<file path="config.mk">
export PLATFORM = sky130hd
export DESIGN_NAME = alu_sequencer
export DESIGN_NICKNAME = d
export VERILOG_FILES = /design/src/rtl/alu_sequencer.sv
export SDC_FILE = /design/constraint.sdc
export NUM_CORES = 1
export LEC_CHECK = 0
export BUFFER_PORTS_ARGS = -buffer_cell sky130_fd_sc_hd__buf_2
export CAP_MARGIN = 20
export CELL_PAD_IN_SITES_DETAIL_PLACEMENT = 0
export CELL_PAD_IN_SITES_GLOBAL_PLACEMENT = 1
export CORE_MARGIN = 1.5
export CORE_UTILIZATION = 44
export CTS_CLUSTER_DIAMETER = 40
export DETAILED_ROUTE_END_ITERATION = 10
export PLACE_DENSITY_LB_ADDON = 0.08
export SLEW_MARGIN = 20
export SYNTH_ARGS = -nofsm -noshare
export SYNTH_HDL_FRONTEND = slang
export SYNTH_SLANG_ARGS = --single-unit
</file>
<file path="constraint.sdc">
create_clock -name clk -period 2.17 [get_ports clk]
set_input_delay 0.1085 -clock clk [delete_from_list [all_inputs] [get_ports clk]]
set_output_delay 0.1085 -clock clk [all_outputs]
set_load 0.01 [all_outputs]
</file>
<file path="src/rtl/alu_sequencer.sv">
// Issue sequencer for the 8-bit combinational ALU: accepts instructions, reads the 4x8 register file,
// drives the ALU, writes back and returns results. Optional macro ALU_SEQ_ZERO_FLAG_EN adds res_zero.
module alu_sequencer #(
  parameter logic [7:0] RESET_REG_VAL   = 8'h00,
  parameter bit         ERR_ON_RESERVED = 1'b1
) (
  input  logic        clk,
  input  logic        rst_n,
  input  logic        instr_valid,
  output logic        instr_ready,
  input  logic [15:0] instr,
  output logic [7:0]  alu_a,
  output logic [7:0]  alu_b,
  output logic [3:0]  alu_sel,
  input  logic [7:0]  alu_out,
  input  logic        alu_carry,
  output logic        res_valid,
  input  logic        res_ready,
  output logic [7:0]  res_data,
  output logic        res_carry,
  output logic        res_err,
`ifdef ALU_SEQ_ZERO_FLAG_EN
  output logic        res_zero,
`endif
  output logic [1:0]  dbg_state
);

  // Handshakes: a transfer happens on a rising edge where valid && ready are both high; valid never
  // depends on ready, and the offering side holds its payload stable until that edge.

  localparam logic [3:0] OP_ADD = 4'b0000;
  localparam logic [3:0] OP_DIV = 4'b0011;
  localparam logic [3:0] OP_LDI = 4'b1110;
  localparam logic [3:0] OP_RSV = 4'b1111;

  typedef enum logic [1:0] {
    IDLE = 2'b00,
    EXEC = 2'b01,
    RESP = 2'b10
  } state_t;

  state_t      state;
  state_t      next_state;

  logic [7:0]  regs [4];
  logic [3:0]  op_q;
  logic [1:0]  rd_q;
  logic [7:0]  imm_q;
  logic        carry_flag;

  logic        accept;
  logic [3:0]  instr_op;
  logic [7:0]  result;
  logic        do_write;
  logic        err_next;
  logic        carry_next;

  assign instr_op  = instr[15:12];
  assign accept    = instr_valid && instr_ready;
  assign dbg_state = state;

  always_ff @(posedge clk or negedge rst_n) begin
    if (!rst_n) state <= IDLE;
    else        state <= next_state;
  end

  always_comb begin
    next_state  = state;
    instr_ready = 1'b0;
    case (state)
      IDLE: begin
        instr_ready = 1'b1;
        if (instr_valid) next_state = EXEC;
      end
      EXEC: next_state = RESP;
      RESP: if (res_ready) next_state = IDLE;
      default: next_state = IDLE;
    endcase
  end

  // Result selection while the ALU inputs are stable in EXEC.
  always_comb begin
    result   = (op_q == OP_LDI) ? imm_q : alu_out;
    do_write = 1'b0;
    err_next = 1'b0;
    if (op_q == OP_RSV)                          err_next = ERR_ON_RESERVED;
    else if (op_q == OP_DIV && alu_b == 8'h00)   err_next = 1'b1;
    else                                         do_write = 1'b1;
    carry_next = (op_q == OP_ADD) ? alu_carry : carry_flag;
  end

  always_ff @(posedge clk or negedge rst_n) begin
    if (!rst_n) begin
      for (int i = 0; i < 4; i++) regs[i] <= RESET_REG_VAL;
      op_q       <= 4'h0;
      rd_q       <= 2'd0;
      imm_q      <= 8'h00;
      alu_a      <= 8'h00;
      alu_b      <= 8'h00;
      alu_sel    <= 4'h0;
      carry_flag <= 1'b0;
      res_valid  <= 1'b0;
      res_data   <= 8'h00;
      res_carry  <= 1'b0;
      res_err    <= 1'b0;
`ifdef ALU_SEQ_ZERO_FLAG_EN
      res_zero   <= 1'b0;
`endif
    end else begin
      if (accept) begin
        op_q    <= instr_op;
        rd_q    <= instr[11:10];
        imm_q   <= instr[7:0];
        alu_a   <= regs[instr[9:8]];
        alu_b   <= regs[instr[7:6]];
        // LDI and the reserved opcode do not use the ALU, so present a harmless ADD.
        alu_sel <= (instr_op[3:1] == 3'b111) ? 4'h0 : instr_op;
      end

      if (state == EXEC) begin
        if (do_write) begin
          regs[rd_q] <= result;
          res_data   <= result;
        end else begin
          res_data   <= 8'h00;
        end
        res_err    <= err_next;
        carry_flag <= carry_next;
        res_carry  <= carry_next;
        res_valid  <= 1'b1;
`ifdef ALU_SEQ_ZERO_FLAG_EN
        res_zero   <= do_write && (result == 8'h00);
`endif
      end

      if (state == RESP && res_ready) res_valid <= 1'b0;
    end
  end

endmodule

</file>
# After elaboration in Yosys (flattened, before gate mapping)
# Index checks and enable logic that the tools add are counted.
[totals] in_bits=29 ff_bits=79 wordCells=64
[classes] n_lt_le_gt_ge=4 n_bitwise=3 n_mux=23 n_eq_ne=8 reduce_logical=11
[op_table] operator="two-way mux 8 bit" n=7
[op_table] operator="binary-select mux 8 bit (select 2 bit)" n=2
[op_table] operator="bitwise mux 32 bit" n=1
[op_table] operator="demux 8 bit (select 2 bit)" n=1
[op_table] operator="greater-or-equal comparator 3 bit, second input constant" n=3
[op_table] operator="inverter 2 -> 3 bit" n=3
[op_table] operator="equality test 4 bit, second input constant" n=2
[op_table] operator="logical NOT 8 bit" n=1
[op_table] operator="two-way mux 1 bit" n=8
[op_table] operator="case mux 2 bit (3 select lines)" n=1
[op_table] operator="AND reduction 2 bit" n=3
[op_table] operator="equality test 4 x 2 -> 1 bit, second input constant" n=1
[op_table] operator="logical AND 1 bit" n=4
[op_table] operator="logical NOT 4 bit" n=1
[op_table] operator="two-way mux 2 bit" n=2
[op_table] operator="two-way mux 4 bit" n=1
[op_table] operator="!= test 2 bit, second input constant" n=2
[op_table] operator="equality test 3 bit, second input constant" n=1
[op_table] operator="< comparator 3 x 1 -> 1 bit, second input constant" n=1
[op_table] operator="equality test 2 x 1 -> 1 bit, second input constant" n=1
[op_table] operator="equality test 2 bit, second input constant" n=1
[op_table] operator="logical NOT 2 bit" n=1
[op_table] operator="nonzero test 2 bit" n=1

# Longest topological paths before layout
# Gate-level depths: netlist of the first run.
[logic_depth] word_depth=6 mapped_depth=7

# Worst setup path before layout of the first run
# No wires, ideal clock.
[synth_timing] path_kind="reg2reg" from="reg state[1] (netlist: dbg_state[1])" to="reg regs[10] in the netlist's numbering" setup_slack_ps=364 synth_period_minus_slack_ps=1806 arrival_ps=1681 stages_incl_launch_ff=5 required_ps=2045 setup_time_ps=125 n_path_buf=0 path_cell_list="dfrtp_1 > and2b_1 > nand2_1 > nor4b_4 > mux2_2"
[synth_between] elab_chain_len=2
[synth_rtl] item="from (decl)" line="42" text="state_t state;"
[synth_rtl] item="from (signal assigned)" line="64" text="else state <= next_state;"
[synth_rtl] item="equality test 2 x 1 -> 1 bit" line="120" text="if (state == EXEC) begin"
[synth_rtl] item="AND reduction 2 bit (no line)"
[synth_rtl] item="to (signal, indexed assignment)" line="122" text="regs[rd_q] <= result;"
[synth_rtl] item="to (decl)" line="45" text="logic [7:0] regs [4];"
# No other way between the ends.
# A chain may end at the register's enable or synchronous reset.

# Worst setup path in the final report of the first run
[layout_timing] from="reg alu_b[6]" to="reg regs[15] in the netlist's numbering"
[layout_between] elab_chain_len=5
[layout_rtl] item="from (decl)" line="13" text="output logic [7:0] alu_b,"
[layout_rtl] item="from (signal assigned)" line="115" text="alu_b <= regs[instr[7:6]];"
[layout_rtl] item="logical NOT 8 bit" line="87" text="else if (op_q == OP_DIV && alu_b == 8'h00) err_next = 1'b1;"
[layout_rtl] item="logical AND 1 bit" line="87"
[layout_rtl] item="two-way mux 1 bit" line="87"
[layout_rtl] item="two-way mux 1 bit" line="86" text="if (op_q == OP_RSV) err_next = ERR_ON_RESERVED;"
[layout_rtl] item="AND reduction 2 bit (no line)"
# No other way between the ends.

==> out/qor.txt, run 1 <==
antenna violations before repair: 0
via count: 2566
Die Span Y: 92.9 microns
Clock Path Buffers: 2
hold slack: 0.0275 ns
Fill cells: 683
Syn Nets: 346
Yosys cell types: 23
Clock Root Buffer: clkbuf_8
first element of the critical path: alu_b[6]$_DFFE_PN0P_
internal reg-to-reg setup slack: 0.13 ns
die area: 0.00864 sq mm
Die X-Extent: 92.9 microns
number of antenna diodes: 0
vias per cell: 5.06
Initial DRC Count: 164
grt met1 use: 0.303
Leak: 2.14 nW
Post-Route WL: 8.15 mm
number of port buffers: 62
Synthesis Warnings: 0
RePlAce Congestion: 0.788
min-delay src: instr[14]
Max Freq: 0.489 GHz
Slew Limit Headroom: 0.589
Avg Synthesized Cell Area: 11.2 sq um
Fin Setup TNS: 0 ns
Clk Latency, worst-skew pair: 0.34 ns
outcome: completed
cell type with the largest total area after synthesis: dfrtp_1
grt total ovfl: 0
Hold/Removal Path Class: primary input to flip-flop
startpoint types: flip-flop
Final Hold Fails: 0
IO Pins: 63
TritonCTS buffer count: 9
Yosys top cell area share: 0.555
maximum vdd drop: 0.710 mV
non-filler cells, final: 507
final worst path period share: 0.942
MaxCap Viol Count: 0
Cells after Synth: 317
Final HPWL DP: 5.70 mm
prevailing post-synth register cell: dfrtp_1
Worst-Margin Slew: 0.614 ns
worst clock skew: 0.00465 ns
Critical R2R Capture: regs[15]$_DFFE_PN0P_
H-tree Lvls: 3
Initial Util: 0.458
cell with the most instances after synthesis: nand2_1
gr usage total: 0.212
antenna viol nets, final: 0
number of global-route vias before repair: 2664
hold depth: 3
synthesis-to-layout area growth: 23.1%
Async SR Flop Fraction: 1.00
share of cells above drive strength 1: 0.351
gr busiest metal: met2
hold path endpoint: op_q[2]$_DFFE_PN0P_
WP data required: 2.40 ns
Placed Instances: 477
most frequent cells after synthesis: nand2_1, dfrtp_1, mux2_2, o21ai_0, mux4_2
Sink Count: 79
worst-path maximum fanout: 13
first-pass GRT wire length: 13.7 mm
worst path arrival time: 2.27 ns
GRT met3 Usage: 0.0616
WL per Instance: 16.1 microns
Core ar.: 0.00777 sq mm
RR Startpoint: alu_b[6]$_DFFE_PN0P_
R2R cell count: 6
RSZ-0062 raised after global routing: no
DR DRC count: 0
#FFs+latches synth: 79
Synth area leaders: dfrtp_1, nand2_1, mux2_2
Detailed Routing Iterations Pass 1: 4
synthesized area: 0.00356 sq mm
final setup vio count: 0
Nets: 430
Clock transition at path regs: 0.08 ns
largest net degree at the start of global routing: 43
critical path type: flip-flop to flip-flop
site row count: 32
CTS tree: built
max-slew violation count: 0
met2 global-route usage: 0.318
Crit. End Element: flip-flop
EDFF count, synth: 0
power per standard cell area: 1360 mW/mm^2
sequential-to-total area share from yosys stat: 0.555
min cycle time layout: 2.04 ns
cell families after synthesis:
logic type,share of synthesized area
buffers and inverters,0.0274
multiplexers,0.206
AO/OA/AOI/OAI,0.0401
flip-flops,0.555
AND/OR/NAND/NOR,0.172
worst max-delay path, stage by stage (launching register included):
cell,delay (ns)
dfrtp_1,0.38
nor4_1,0.06
buf_4,0.12
and4b_1,0.18
buf_4,0.19
nor4b_4,0.59
mux2_2,0.40
metal layers:
metal | vias up | part of all wire | routed length [microns]
li1 | 1240 | - | -
met1 | 1263 | 0.51 | 4150
met2 | 59 | 0.44 | 3590
met3 | 4 | 0.041 | 331
met4 | 0 | 0.0096 | 78
met5 | - | 0 | 0
cell type report:
cell class              count  area [sq um]  share of cell area
well taps                 102           128              0.0291
repair buffers             88           556               0.127
multi-input cells         213          1490               0.339
inverters                  10          37.5             0.00857
clock buffers              12           155              0.0354
flip-flops and latches     79          1980               0.451
clock inverters             3          42.5             0.00971
registers in the layout (all words and copies together), names as in the netlist:
signal,cells
dbg_state,2
op_q,4
alu_a,8
res_valid,1
imm_q,8
alu_b,8
rd_q,2
alu_sel,4
res_carry,1
res_err,1
res_data,8
regs,32
cell usage in the layout (no fill, tap or decap), drive strengths merged, types with 2 or more instances in the layout:
master	instances
dfrtp	79
nand2b	2
nor2	4
buf	74
nand2	112
mux4	16
mux2	33
inv	9
nand3	6
clkbuf	12
nor4	3
or2	2
dlygate4sd3	14
o21ai	26
nor4b	2
nand4	2
clkinv	2
where the power goes:
group          internal, W  leakage [nW]  total [W]  switching [W]
sequential         0.00219         0.969    0.00269       0.000496
combinational      0.00110          1.08    0.00216        0.00106
clock             0.000587        0.0985    0.00110       0.000511
metrics by stage:
step | power, W | util | cell area (sq um) | setup WS, ns
after floorplan | 0.00402 | - | 3560 | 0.364
after global placement | 0.00480 | 0.519 | 4040 | 0.115
after CTS | 0.00599 | 0.563 | 4370 | 0.108
after global routing | 0.00640 | 0.564 | 4380 | 0.0247
final | 0.00594 | 0.564 | 4380 | 0.127
after detailed placement | 0.00487 | 0.519 | 4040 | 0.125
worst max-delay path by stage:
stage	to	slack [ns]
floorplan	regs[10]$_DFFE_PN0P_	0.36
global placement	regs[12]$_DFFE_PN0P_	0.11
detailed placement	regs[20]$_DFFE_PN0P_	0.12
CTS	regs[20]$_DFFE_PN0P_	0.11
global route	regs[14]$_DFFE_PN0P_	0.02
finish	regs[15]$_DFFE_PN0P_	0.13
timing repair:
item / CTS / global route
hold buffers: 14 / 0
endpoints found under the setup margin: 0 / 3
setup buffers: 0 / 1
hold endpoints to repair: 51 / 0
gates resized for setup: 0 / 0
Note: power is estimated with default switching activity, not from simulation.
==> inputs of run 2 (changes only) <==
Settings changed: CORE_ASPECT_RATIO set to 1.75.
==> out/qor.txt, run 2 (synthesized netlist as in run 1, its figures left out) <==
outcome: completed (unchanged)
Nets: 422 (was 430)
WL per Instance: 16.3 microns (was 16.1 microns)
CP max stage cell: nor4b_4 (unchanged)
Worst-Margin Slew: 0.631 ns (was 0.614 ns)
Sink Count: 79 (unchanged)
Detailed Routing Iterations Pass 1: 4 (unchanged)
Die Span Y: 122 microns (was 92.9 microns)
worst clock skew: 0.00495 ns (was 0.00465 ns)
vias per cell: 5.21 (was 5.06)
worst path arrival time: 2.22 ns (was 2.27 ns)
Finished Cell Area: 0.00447 sq mm (was 0.00438 sq mm)
Crit. End Element: flip-flop (unchanged)
Die X-Extent: 71.0 microns (was 92.9 microns)
Fin Setup TNS: 0 ns (unchanged)
largest net degree at the start of global routing: 48 (was 43)
hold depth: 3 (unchanged)
Slew Limit Headroom: 0.577 (was 0.589)
placed instance area: 0.00402 sq mm (was 0.00404 sq mm)
Largest register FFs: 32 (unchanged)
DR DRC count: 0 (unchanged)
critical path type: flip-flop to flip-flop (unchanged)
number of global-route vias before repair: 2564 (was 2664)
cell family with most CP delay: simple AND/OR/NAND/NOR gates (unchanged)
hold path endpoint: op_q[0]$_DFFE_PN0P_ (was op_q[2]$_DFFE_PN0P_)
Clock Root Buffer: clkbuf_16 (was clkbuf_8)
internal reg-to-reg setup slack: 0.17 ns (was 0.13 ns)
Leak: 2.18 nW (was 2.14 nW)
final worst slack: 0.174 ns (was 0.127 ns)
min cycle time layout: 2.00 ns (was 2.04 ns)
worst-path maximum fanout: 13 (unchanged)
Post-Route WL: 7.93 mm (was 8.15 mm)
Hold/Removal Path Class: primary input to flip-flop (unchanged)
final worst path period share: 0.920 (was 0.942)
Max stage delay on crit path: 0.59 ns (about the same)
gr usage total: 0.204 (was 0.212)
Final Power: 0.00646 W (was 0.00594 W)
cts repair resizes: 0 (unchanged)
grt total ovfl: 0 (unchanged)
commonest cells after routing, fill and taps aside: nand2_1, dfrtp_1, buf_2, mux2_2, o21ai_0 (unchanged)
pre-CTS WS: 0.157 ns (was 0.125 ns)
WP data required: 2.39 ns (was 2.40 ns)
Max Freq: 0.501 GHz (was 0.489 GHz)
number of port buffers: 62 (unchanged)
synthesis-to-layout area growth: 25.6% (was 23.1%)
max-slew violation count: 0 (unchanged)
first-pass GRT wire length: 13.3 mm (was 13.7 mm)
RePlAce Congestion: 0.781 (was 0.788)
power per standard cell area: 1450 mW/mm^2 (was 1360 mW/mm^2)
CTS tree: built (unchanged)
TritonCTS buffer count: 9 (unchanged)
Reg with most FFs: regs (unchanged)
most common cell after layout, fill and taps aside: nand2_1 (unchanged)
antenna viol nets, final: 0 (unchanged)
maximum vdd drop: 0.762 mV (was 0.710 mV)
Initial DRC Count: 218 (was 164)
Final Hold Fails: 0 (unchanged)
min-delay src: instr[12] (was instr[14])
worst path bufs/invs: 1 (was 2)
Clock transition at path regs: 0.06 ns (was 0.08 ns)
startpoint types: flip-flop (unchanged)
die area: 0.00866 sq mm (was 0.00864 sq mm)
IO Pins: 63 (unchanged)
via count: 2541 (was 2566)
Clk Latency, worst-skew pair: 0.34 ns (about the same)
H-tree Lvls: 3 (unchanged)
RR Startpoint: op_q[0]$_DFFE_PN0P_ (was alu_b[6]$_DFFE_PN0P_)
Final HPWL DP: 5.83 mm (was 5.70 mm)
Critical R2R Capture: regs[23]$_DFFE_PN0P_ (was regs[15]$_DFFE_PN0P_)
worst-path cell chain: nand2_1 -> and4b_1 -> buf_12 -> nor4b_4 -> mux2_2 (was nor4_1 -> buf_4 -> and4b_1 -> buf_4 -> nor4b_4 -> mux2_2)
Initial Util: 0.450 (was 0.458)
share of cells above drive strength 1: 0.347 (was 0.351)
RSZ-0062 raised after global routing: no (unchanged)
number of antenna diodes: 0 (unchanged)
final setup vio count: 0 (unchanged)
MaxCap Viol Count: 0 (unchanged)
R2R cell count: 5 (was 6)
antenna violations before repair: 0 (unchanged)
Setup Buffers After CTS: 0 (unchanged)
Core ar.: 0.00791 sq mm (was 0.00777 sq mm)
Clock Path Buffers: 2 (unchanged)
site row count: 43 (was 32)
[run 2: changes by cell type in the layout (fill, tap and decap cells not counted), sizes merged]
| cell | delta |
|---|---|
| clkbuf | +2 |
| dlygate4sd3 | -3 |
| bufinv | +1 |
| clkinv | -1 |
| buf | -5 |
| clkinvlp | -1 |
[run 2: layout make-up]
cell class	count	area [sq um]
inverters	10	37.5
fillers	690	3440
repair buffers	80	513
flip-flops and latches	79	1980
well taps	90	113
multi-input cells	213	1490
clock buffers	14	284
clock inverters	2	60.1
[run 2: timing repair]
action / 4_1_cts / 5_1_grt
hold endpoints to repair: 42 / 0
hold buffers: 11 / 0
endpoints found under the setup margin: 0 / 0
[run 2: worst register-to-register path, delay by kind of cell (launching register included)]
kind,cells,cell delay (ns)
simple gates,3,0.90
flops,1,0.41
buf+inv,1,0.16
mux,1,0.41
[run 2: worst max path at each step]
| stage | depth (start not counted) | start | end | slack (ns) |
|---|---|---|---|---|
| 3_5_place_dp | 4 | dbg_state[1]$_DFFE_PN0P_ | regs[23]$_DFFE_PN0P_ | 0.16 |
| 5_1_grt | 4 | dbg_state[1]$_DFFE_PN0P_ | regs[20]$_DFFE_PN0P_ | 0.05 |
| 6_report | 5 | op_q[0]$_DFFE_PN0P_ | regs[23]$_DFFE_PN0P_ | 0.17 |
| 2_1_floorplan | 4 | dbg_state[1]$_DFFE_PN0P_ | regs[10]$_DFFE_PN0P_ | 0.36 |
| 3_3_place_gp | 4 | dbg_state[1]$_DFFE_PN0P_ | regs[16]$_DFFE_PN0P_ | 0.18 |
| 4_1_cts | 4 | dbg_state[1]$_DFFE_PN0P_ | regs[23]$_DFFE_PN0P_ | 0.14 |
[run 2: layer usage]
layer | wire [microns] | GRT usage | vias up
met5 | 0 | 0 | -
met1 | 3510 | 0.272 | 1245
met2 | 3940 | 0.321 | 55
li1 | - | - | 1229
met4 | 161 | 0.0884 | 0
met3 | 321 | 0.0471 | 12
[run 2: stage by stage]
| stage | utilization | hold slack, ns | std cells |
|---|---|---|---|
| after floorplan | - | -0.187 | 317 |
| after global placement | 0.508 | 0.0823 | 461 |
| after detailed placement | 0.508 | 0.0856 | 461 |
| after CTS | 0.565 | 0.00314 | 488 |
| after global routing | 0.565 | 0.0116 | 488 |
| final | 0.565 | 0.00806 | 488 |
[run 2: power breakdown]
group	switching (W)	leakage (nW)	internal, W
Clock	0.000570	0.169	0.00113
Sequential	0.000510	0.969	0.00219
Combinational	0.00100	1.04	0.00105
